### config.mk
export PLATFORM = sky130hd
export DESIGN_NAME = control_fsm
export DESIGN_NICKNAME = d
export VERILOG_FILES = /design/src/rtl/control_fsm.sv
export SDC_FILE = /design/constraint.sdc
export NUM_CORES = 1
export LEC_CHECK = 0
export ABC_AREA = 1
export BUFFER_PORTS_ARGS = -buffer_cell sky130_fd_sc_hd__buf_2
export CORE_MARGIN = 3
export CORE_UTILIZATION = 46
export CTS_BUF_LIST = sky130_fd_sc_hd__clkbuf_8
export CTS_CLUSTER_SIZE = 30
export DETAILED_ROUTE_END_ITERATION = 10
export PLACE_DENSITY = 0.9
export SLEW_MARGIN = 20
export SYNTH_ARGS = -nofsm -noshare
export SYNTH_HDL_FRONTEND = slang
export SYNTH_SLANG_ARGS = --single-unit
### constraint.sdc
create_clock -name clk -period 2.18 [get_ports clk]
set_clock_uncertainty 0.15 [all_clocks]
set_input_delay 0.436 -clock clk [delete_from_list [all_inputs] [get_ports clk]]
set_output_delay 0.436 -clock clk [all_outputs]
set_load 0.02 [all_outputs]
### src/rtl/control_fsm.sv
// ----------------------------------------------------------------------------
// control_fsm
//   Multicycle RV32I control unit. Sequences fetch, decode, execute, memory
//   and writeback for one instruction at a time and drives every datapath
//   load enable, mux select, ALU/compare op and the memory handshake.
//   Outputs are combinational from the current state plus the decoded
//   instruction fields returned by the datapath.
//
// Ports
//   clk, rst           clock (rising edge) / asynchronous active-high reset
//   opcode, funct3,    instruction fields from IR (only funct7[5] is used)
//   funct7
//   br_en              comparator result from the datapath
//   mem_resp           one-cycle memory completion strobe
//   mem_addr_lo        MAR[1:0], positions the store byte enables
//   load_*             register load enables
//   *mux_sel           datapath mux selects
//   loader_mask        load width/sign (funct3 of the load)
//   aluop, cmpop       ALU operation / branch comparison
//   mem_read/write     memory strobes, held for the whole wait
//   mem_byte_enable    write byte mask
// ----------------------------------------------------------------------------
module control_fsm (
   input  logic       clk,
   input  logic       rst,
   input  logic [6:0] opcode,
   input  logic [2:0] funct3,
   input  logic [6:0] funct7,
   input  logic       br_en,
   input  logic       mem_resp,
   input  logic [1:0] mem_addr_lo,
   output logic       load_pc,
   output logic       load_ir,
   output logic       load_regfile,
   output logic       load_mar,
   output logic       load_mdr,
   output logic       load_data_out,
   output logic       pcmux_sel,
   output logic       alumux1_sel,
   output logic       marmux_sel,
   output logic       cmpmux_sel,
   output logic [2:0] alumux2_sel,
   output logic [2:0] regfilemux_sel,
   output logic [2:0] loader_mask,
   output logic [2:0] aluop,
   output logic [2:0] cmpop,
   output logic       mem_read,
   output logic       mem_write,
   output logic [3:0] mem_byte_enable
);

   // rv32i_opcode encodings
   localparam logic [6:0] OP_LUI   = 7'b0110111;
   localparam logic [6:0] OP_AUIPC = 7'b0010111;
   localparam logic [6:0] OP_JAL   = 7'b1101111;
   localparam logic [6:0] OP_JALR  = 7'b1100111;
   localparam logic [6:0] OP_BR    = 7'b1100011;
   localparam logic [6:0] OP_LOAD  = 7'b0000011;
   localparam logic [6:0] OP_STORE = 7'b0100011;
   localparam logic [6:0] OP_IMM   = 7'b0010011;
   localparam logic [6:0] OP_REG   = 7'b0110011;

   // alu_ops encodings
   localparam logic [2:0] ALU_ADD = 3'b000;
   localparam logic [2:0] ALU_SLL = 3'b001;
   localparam logic [2:0] ALU_SRA = 3'b010;
   localparam logic [2:0] ALU_SUB = 3'b011;
   localparam logic [2:0] ALU_XOR = 3'b100;
   localparam logic [2:0] ALU_SRL = 3'b101;
   localparam logic [2:0] ALU_OR  = 3'b110;
   localparam logic [2:0] ALU_AND = 3'b111;

   // branch_funct3_t encodings used directly by the control
   localparam logic [2:0] CMP_BEQ  = 3'b000;
   localparam logic [2:0] CMP_BLT  = 3'b100;
   localparam logic [2:0] CMP_BLTU = 3'b110;

   // arithmetic funct3 values
   localparam logic [2:0] F3_ADD  = 3'b000;
   localparam logic [2:0] F3_SLL  = 3'b001;
   localparam logic [2:0] F3_SLT  = 3'b010;
   localparam logic [2:0] F3_SLTU = 3'b011;
   localparam logic [2:0] F3_XOR  = 3'b100;
   localparam logic [2:0] F3_SR   = 3'b101;
   localparam logic [2:0] F3_OR   = 3'b110;

   // store funct3 values
   localparam logic [2:0] F3_SB = 3'b000;
   localparam logic [2:0] F3_SH = 3'b001;

   // alumux2 selects
   localparam logic [2:0] A2_I_IMM = 3'd0;
   localparam logic [2:0] A2_U_IMM = 3'd1;
   localparam logic [2:0] A2_B_IMM = 3'd2;
   localparam logic [2:0] A2_S_IMM = 3'd3;
   localparam logic [2:0] A2_RS2   = 3'd4;
   localparam logic [2:0] A2_J_IMM = 3'd5;
   localparam logic [2:0] A2_NOT1  = 3'd6;

   // regfilemux selects
   localparam logic [2:0] RF_ALU   = 3'd0;
   localparam logic [2:0] RF_BR_EN = 3'd1;
   localparam logic [2:0] RF_U_IMM = 3'd2;
   localparam logic [2:0] RF_LOAD  = 3'd3;
   localparam logic [2:0] RF_PC4   = 3'd4;

   typedef enum logic [4:0] {
      FETCH1, FETCH2, FETCH3, DECODE,
      S_IMM, S_REG, S_LUI, S_AUIPC, S_BR, S_JAL, S_JALR1, S_JALR2,
      CALC_ADDR, LD1, LD2, ST1, ST2
   } state_t;

   state_t state, next_state;

   // ALU op for register/immediate arithmetic. Only the register form uses
   // funct7[5] to pick sub; both forms use it to pick sra over srl.
   // slt/sltu results come from the comparator, so the ALU op is left at add.
   function automatic logic [2:0] arith_aluop(input logic [2:0] f3,
                                              input logic       alt,
                                              input logic       is_reg);
      logic [2:0] op;
      op = ALU_ADD;
      case (f3)
         F3_ADD:  op = (is_reg && alt) ? ALU_SUB : ALU_ADD;
         F3_SLL:  op = ALU_SLL;
         F3_XOR:  op = ALU_XOR;
         F3_SR:   op = alt ? ALU_SRA : ALU_SRL;
         F3_OR:   op = ALU_OR;
         3'b111:  op = ALU_AND;
         default: op = ALU_ADD;
      endcase
      return op;
   endfunction

   // Store byte mask aligned to the MAR low bits.
   function automatic logic [3:0] store_mask(input logic [2:0] f3,
                                             input logic [1:0] lo);
      logic [3:0] m;
      case (f3)
         F3_SB:   m = 4'b0001 << lo;
         F3_SH:   m = 4'b0011 << {lo[1], 1'b0};
         default: m = 4'b1111;
      endcase
      return m;
   endfunction

   always_ff @(posedge clk or posedge rst) begin
      if (rst) state <= FETCH1;
      else     state <= next_state;
   end

   always_comb begin
      load_pc         = 1'b0;
      load_ir         = 1'b0;
      load_regfile    = 1'b0;
      load_mar        = 1'b0;
      load_mdr        = 1'b0;
      load_data_out   = 1'b0;
      pcmux_sel       = 1'b0;
      alumux1_sel     = 1'b0;
      marmux_sel      = 1'b0;
      cmpmux_sel      = 1'b0;
      alumux2_sel     = A2_I_IMM;
      regfilemux_sel  = RF_ALU;
      loader_mask     = 3'b000;
      aluop           = ALU_ADD;
      cmpop           = CMP_BEQ;
      mem_read        = 1'b0;
      mem_write       = 1'b0;
      mem_byte_enable = 4'b1111;
      next_state      = state;

      // While reset is held the state register already sits in FETCH1, but
      // its load_mar must not reach the datapath, so decoding is gated off.
      if (!rst) begin
         case (state)
            FETCH1: begin
               load_mar   = 1'b1;
               next_state = FETCH2;
            end
            FETCH2: begin
               mem_read = 1'b1;
               load_mdr = 1'b1;
               if (mem_resp) next_state = FETCH3;
            end
            FETCH3: begin
               load_ir    = 1'b1;
               next_state = DECODE;
            end
            DECODE: begin
               case (opcode)
                  OP_IMM:   next_state = S_IMM;
                  OP_REG:   next_state = S_REG;
                  OP_LUI:   next_state = S_LUI;
                  OP_AUIPC: next_state = S_AUIPC;
                  OP_BR:    next_state = S_BR;
                  OP_JAL:   next_state = S_JAL;
                  OP_JALR:  next_state = S_JALR1;
                  OP_LOAD,
                  OP_STORE: next_state = CALC_ADDR;
                  default: begin
                     // Unsupported opcode: skip it.
                     load_pc    = 1'b1;
                     next_state = FETCH1;
                  end
               endcase
            end
            S_IMM, S_REG: begin
               load_regfile = 1'b1;
               load_pc      = 1'b1;
               next_state   = FETCH1;
               if (state == S_REG) alumux2_sel = A2_RS2;
               if (funct3 == F3_SLT || funct3 == F3_SLTU) begin
                  // Compare rs1 against the immediate (IMM) or rs2 (REG).
                  cmpmux_sel     = (state == S_IMM);
                  cmpop          = (funct3 == F3_SLT) ? CMP_BLT : CMP_BLTU;
                  regfilemux_sel = RF_BR_EN;
               end else begin
                  aluop = arith_aluop(funct3, funct7[5], state == S_REG);
               end
            end
            S_LUI: begin
               regfilemux_sel = RF_U_IMM;
               load_regfile   = 1'b1;
               load_pc        = 1'b1;
               next_state     = FETCH1;
            end
            S_AUIPC: begin
               alumux1_sel  = 1'b1;
               alumux2_sel  = A2_U_IMM;
               load_regfile = 1'b1;
               load_pc      = 1'b1;
               next_state   = FETCH1;
            end
            S_BR: begin
               alumux1_sel = 1'b1;
               alumux2_sel = A2_B_IMM;
               cmpop       = funct3;
               pcmux_sel   = br_en;
               load_pc     = 1'b1;
               next_state  = FETCH1;
            end
            S_JAL: begin
               regfilemux_sel = RF_PC4;
               load_regfile   = 1'b1;
               alumux1_sel    = 1'b1;
               alumux2_sel    = A2_J_IMM;
               pcmux_sel      = 1'b1;
               load_pc        = 1'b1;
               next_state     = FETCH1;
            end
            S_JALR1: begin
               // rd and PC update on the same edge, so the target uses the
               // pre-edge rs1 even when rd == rs1.
               regfilemux_sel = RF_PC4;
               load_regfile   = 1'b1;
               pcmux_sel      = 1'b1;
               load_pc        = 1'b1;
               next_state     = S_JALR2;
            end
            S_JALR2: begin
               // PC &= ~1 to clear the target's low bit.
               alumux1_sel = 1'b1;
               alumux2_sel = A2_NOT1;
               aluop       = ALU_AND;
               pcmux_sel   = 1'b1;
               load_pc     = 1'b1;
               next_state  = FETCH1;
            end
            CALC_ADDR: begin
               marmux_sel = 1'b1;
               load_mar   = 1'b1;
               if (opcode == OP_STORE) begin
                  alumux2_sel   = A2_S_IMM;
                  load_data_out = 1'b1;
                  next_state    = ST1;
               end else begin
                  next_state    = LD1;
               end
            end
            LD1: begin
               mem_read = 1'b1;
               load_mdr = 1'b1;
               if (mem_resp) next_state = LD2;
            end
            LD2: begin
               loader_mask    = funct3;
               regfilemux_sel = RF_LOAD;
               load_regfile   = 1'b1;
               load_pc        = 1'b1;
               next_state     = FETCH1;
            end
            ST1: begin
               mem_write       = 1'b1;
               mem_byte_enable = store_mask(funct3, mem_addr_lo);
               if (mem_resp) next_state = ST2;
            end
            ST2: begin
               load_pc    = 1'b1;
               next_state = FETCH1;
            end
            default: next_state = FETCH1;
         endcase
      end
   end

endmodule

* Yosys cells after proc, flatten, opt, wreduce, memory -nomap -nowiden
Index checks and enable logic that the tools add are counted.
** Storage, ports and cells
- Logic and storage cells :: 107
- Output and inout port bits :: 31
- Register bits :: 5
- Input bits :: 23
** Operators by class
- Multiplexer cells :: 53
- Reduce and logical (&&, ||, !) cells :: 15
- Shift-type cells :: 2
- Bitwise logic cells :: 1
- Eq/ne operators :: 35
** Operators with widths (count)
- == test 5 x 4 -> 1 bit, second input constant :: 8
- one-hot mux 5 bit (8 select lines) :: 1
- one-hot mux 3 bit (6 select lines) :: 2
- one-hot mux 4 bit (8 select lines) :: 1
- 2-to-1 mux 3 bit :: 10
- 2-to-1 mux 1 bit :: 24
- == test 7 x 6 -> 1 bit, second input constant :: 3
- == test 7 bit, second input constant :: 3
- == test 5 x 3 -> 1 bit, second input constant :: 4
- 2-to-1 mux 5 bit :: 3
- == test 7 x 5 -> 1 bit, second input constant :: 2
- == test 3 bit, second input constant :: 4
- one-hot mux 3 bit (2 select lines) :: 2
- one-hot mux 3 bit (4 select lines) :: 1
- == test 5 x 2 -> 1 bit, second input constant :: 2
- OR reduction 10 bit :: 1
- OR reduction 2 bit :: 5
- OR reduction 9 bit :: 1
- 2-to-1 mux 2 bit :: 4
- 2-to-1 mux 4 bit :: 2
- one-hot mux 4 bit (2 select lines) :: 1
- == test 7 x 2 -> 1 bit, second input constant :: 1
- OR reduction 7 bit :: 1
- == test 3 x 2 -> 1 bit, second input constant :: 2
- other kinds (15) :: 18

* Longest topological paths before layout
- Depth after elaboration :: 7
- Depth in mapped cells :: 11
- Mapped depth without buffers :: 10

* Worst setup path after synthesis
No wires, ideal clock.
- Kind :: register to output
- Start point :: register state[1]
- End point :: output cmpop[2]
- Data required time :: 1.594 ns
- Cell stages (with the launch flop) :: 7
- Arrival :: 1.430 ns
- Path slack :: 0.164 ns
- Buffers on the path :: 1
- Cell sequence :: dfrtp_1 buf_4 nor2_1 nand2_1 inv_1 nand2_1 o31ai_1
** Between the ends
- Word-level cells in the longest chain between the ends :: 4
- Elaborated cells on any way between the ends :: 6
- Those cells by class :: 3 x eq/ne; 2 x mux; 1 x reduce/logical
** Ends and longest elaborated chain
- start: declaration :: RTL line 113 : state_t state, next_state;
- start signal: assignment :: RTL line 149 : else state <= next_state;
- == test 5 x 3 -> 1 bit :: RTL line 176 : case (state)
- OR reduction 2 bit :: RTL line 176
- one-hot mux 3 bit (2 select lines) * :: RTL line 176
- 2-to-1 mux 3 bit * :: RTL line 175 : if (!rst) begin
- end: declaration :: RTL line 46 : output logic [2:0] cmpop,
Mark *: on every way between the ends. The rest lies on a longest branch, timed or not.

* Worst setup path in the final report
- Start point :: register state[1]
- End point :: output load_pc
** Between the ends
- Word-level cells in the longest chain between the ends :: 4
- Elaborated cells on any way between the ends :: 14
- Those cells by class :: 11 x eq/ne; 2 x mux; 1 x reduce/logical
** Ends and longest elaborated chain
- == test 5 x 3 -> 1 bit, or another cell as far along :: RTL line 176
- OR reduction 10 bit (no line)
- one-hot mux 1 bit (2 select lines) * :: RTL line 176
- 2-to-1 mux 1 bit * :: RTL line 175
- end: declaration :: RTL line 32 : output logic load_pc,
Marks and branches as above.

==> summary.txt <==
Distinct cells, synth -> 24
CP Capture Type -> primary output
share of synthesized registers carrying an async set or reset -> 100%
Clock Tree Buf Depth -> 2
Lkg Pwr -> 0.757 nW
Hold Path Class -> in2async
Synth Warn # -> 0
WP data required -> 1.59 ns
vias in the first global route -> 1065
final worst slack -> -0.0201 ns
biggest area consumer among synthesized cells -> nand2_1
IO Pins -> 54
Routed Antenna Nets -> 0
status -> complete, but fails checks
Remaining DRCs -> 0
Detailed Route Iter0 Violations -> 43
Layout Utilization -> 74.4%
Buf+Inv Stages, Crit Path -> 2
area share of the largest cell type after synthesis -> 23.2%
cts hold-fix bufs -> 0
cell family with most CP delay -> simple AND/OR/NAND/NOR gates
share of cells above drive strength 1 -> 38.3%
Layout area overhead -> 43.4%
die area -> 2650 µm²
TritonRoute pass-1 iters -> 4
critical path peak fanout -> 8
HPWL Detailed -> 2.22 mm
biggest regs -> state x5
Worst path max stage delay -> 0.47 ns
Die W -> 51.5 µm
critical path, cell by cell -> nand2_2 > nor2_2 > inv_2 > nor2_4 > nand4_1 > a21oi_1 > buf_2
clock slew at reported path FFs -> 0.03 ns
Peak VDD IR -> 0.529 mV
dominant synthesized flop cell -> dfrtp_1
CTS buffer count -> 3
register area share after synthesis -> 13.1%
Crit Path Class -> reg2out
Arr. time, crit path -> 1.61 ns
RSZ-0062 raised after global routing -> yes
vias per cell -> 4.98
Fmax -> 455 MHz
initial antenna violation count -> 0
total number of vias -> 1321
worst-margin pin slew -> 0.295 ns
final hold vios -> 0
first-pass GRT wire length -> 4.35 mm
Critical-path top delay cell -> dfrtp_2
CTS tree -> done
crit path time final -> 2.20 ns
Critical Path Start Type -> register
Finish-stage setup viols -> 2
Top reg by flops -> state
max FFs per register -> 5
Setup WS pre-CTS -> 0.144 ns
failing checks -> negative setup slack
antenna diode instance count -> 0
starting density of the core -> 51.8%
mapped cell area -> 953 µm²
Core Region -> 1840 µm²
Avg Inst Size Synth -> 5.07 µm²
max-cap check violation count -> 0
Min Hold Slack -> 0.242 ns
number of I/O port buffers -> 47
Yosys reg bits -> 5
number of enable flip-flop cells after synthesis -> 0
max_slew headroom -> 80.1%
Pwr Density -> 608 nW/µm²
fin. max-slew vios -> 0
number of clock sinks -> 5
cells after synthesis -> 188
drt wl/cell -> 10.6 µm
H-tree depth -> 1
RD Place Congestion -> 0.890
final wirelength -> 2.81 mm
Post-synth top cells -> nand2_1, nor2_1, inv_1, a21oi_1, nand3_1
Final nets -> 264
syn_nets -> 211
die span in y -> 51.5 µm
top cells by area, synth -> nand2_1, nor2_1, dfrtp_1, inv_1, a21oi_1
Root Driver -> clkbuf_8
clk_lat worst skew -> 0.22 ns
fill cell count -> 160
period utilization -> 101%
std cell rows -> 15
largest net degree at the start of global routing -> 16
Total GRT Usage -> 20.7%
gr ovfl total -> 0
Setup TNS -> -0.0227 ns
most common cell in the netlist -> nand2_1
## layout make-up
class                      count  area [µm²]  area share, %
timing repair buffer          53         308           22.5
clock buffer                   3        41.3           3.02
multi-input combinational    151         751           54.9
inverter                      27         101           7.41
clock inverter                 1        3.75          0.274
tap                           25        31.3           2.29
sequential                     5         131           9.61
## per-layer routing
metal	global-route usage, %	wire, µm	up-vias
met5	0	0	-
met4	5.24	14	0
met3	2.01	176	2
met2	33.9	1340	45
met1	29.0	1270	578
li1	-	-	696
## metrics by stage
| step | std cells | total power, mW | cell area, µm² |
|---|---|---|---|
| 6_report | 265 | 0.831 | 1370 |
| 4_1_cts | 264 | 0.775 | 1290 |
| 2_1_floorplan | 188 | 0.476 | 953 |
| 3_5_place_dp | 259 | 0.591 | 1220 |
| 3_3_place_gp | 259 | 0.583 | 1220 |
| 5_1_grt | 265 | 0.899 | 1370 |
## repair_timing
| item | CTS | global route |
|---|---|---|
| setup endpoints to repair | 7 | 21 |
| gates resized for setup | 9 | 29 |
| pin swaps | 2 | 6 |
| setup buffers | 1 | 1 |
| endpoints found under the hold margin | 0 | 0 |
## worst reg2reg max path, delay by kind of cell, from the launching register on
family,cells,cell delay (ns)
and+or+nand+nor,7,0.55
AOI/OAI and AO/OA,1,0.07
DFF,1,0.46
buffers and inverters,3,0.30
## worst paths after layout
check / depth (start not counted) / startpoint / end / slack [ns]
worst max register to register: 11 / state[4] / state[1] / 0.54
max in group asynchronous: 3 / rst / state[0] / 1.51
min in group clk: 2 / state[2] / state[2] / 0.44
worst min register to register: 2 / state[2] / state[2] / 0.44
worst max-delay path: 7 / state[1] / load_pc / -0.02
worst min-delay path: 3 / rst / state[1] / 0.24
## cells in the final DEF (no fill, tap or decap)
cell type	netlist	final
nand4_1	3	3
nor3_1	7	7
dfrtp_2	0	5
o211ai_1	1	1
o21ai_0	9	6
nand3b_1	1	1
nand3_1	10	10
and2_1	1	1
nand2_1	59	54
nor3_2	2	1
buf_6	0	2
o21ai_2	1	2
o31ai_1	1	1
nand2_4	2	2
a211oi_1	1	1
nor2_1	35	31
nand2_2	2	7
inv_1	24	21
inv_2	3	7
o21ai_1	2	4
buf_4	3	12
clkbuf_8	0	3
a21oi_1	10	7
nor2_4	2	4
nor2_2	2	4
a21oi_2	0	3
nor3_4	0	1
buf_2	0	39
## kinds of logic (layout without fill, tap and decap cells)
kind of cell / Yosys count / in the layout / share of synthesized area, %
simple gates: 126 / 126 / 58.8
buf+inv: 32 / 84 / 13.8
compound gates: 25 / 25 / 14.3
flops: 5 / 5 / 13.1
## power breakdown
group | total (mW) | internal, mW | switching, mW
clock | 0.162 | 0.120 | 0.0415
sequential | 0.177 | 0.116 | 0.0611
combinational | 0.492 | 0.190 | 0.302
(Power assumes the default switching activity.)
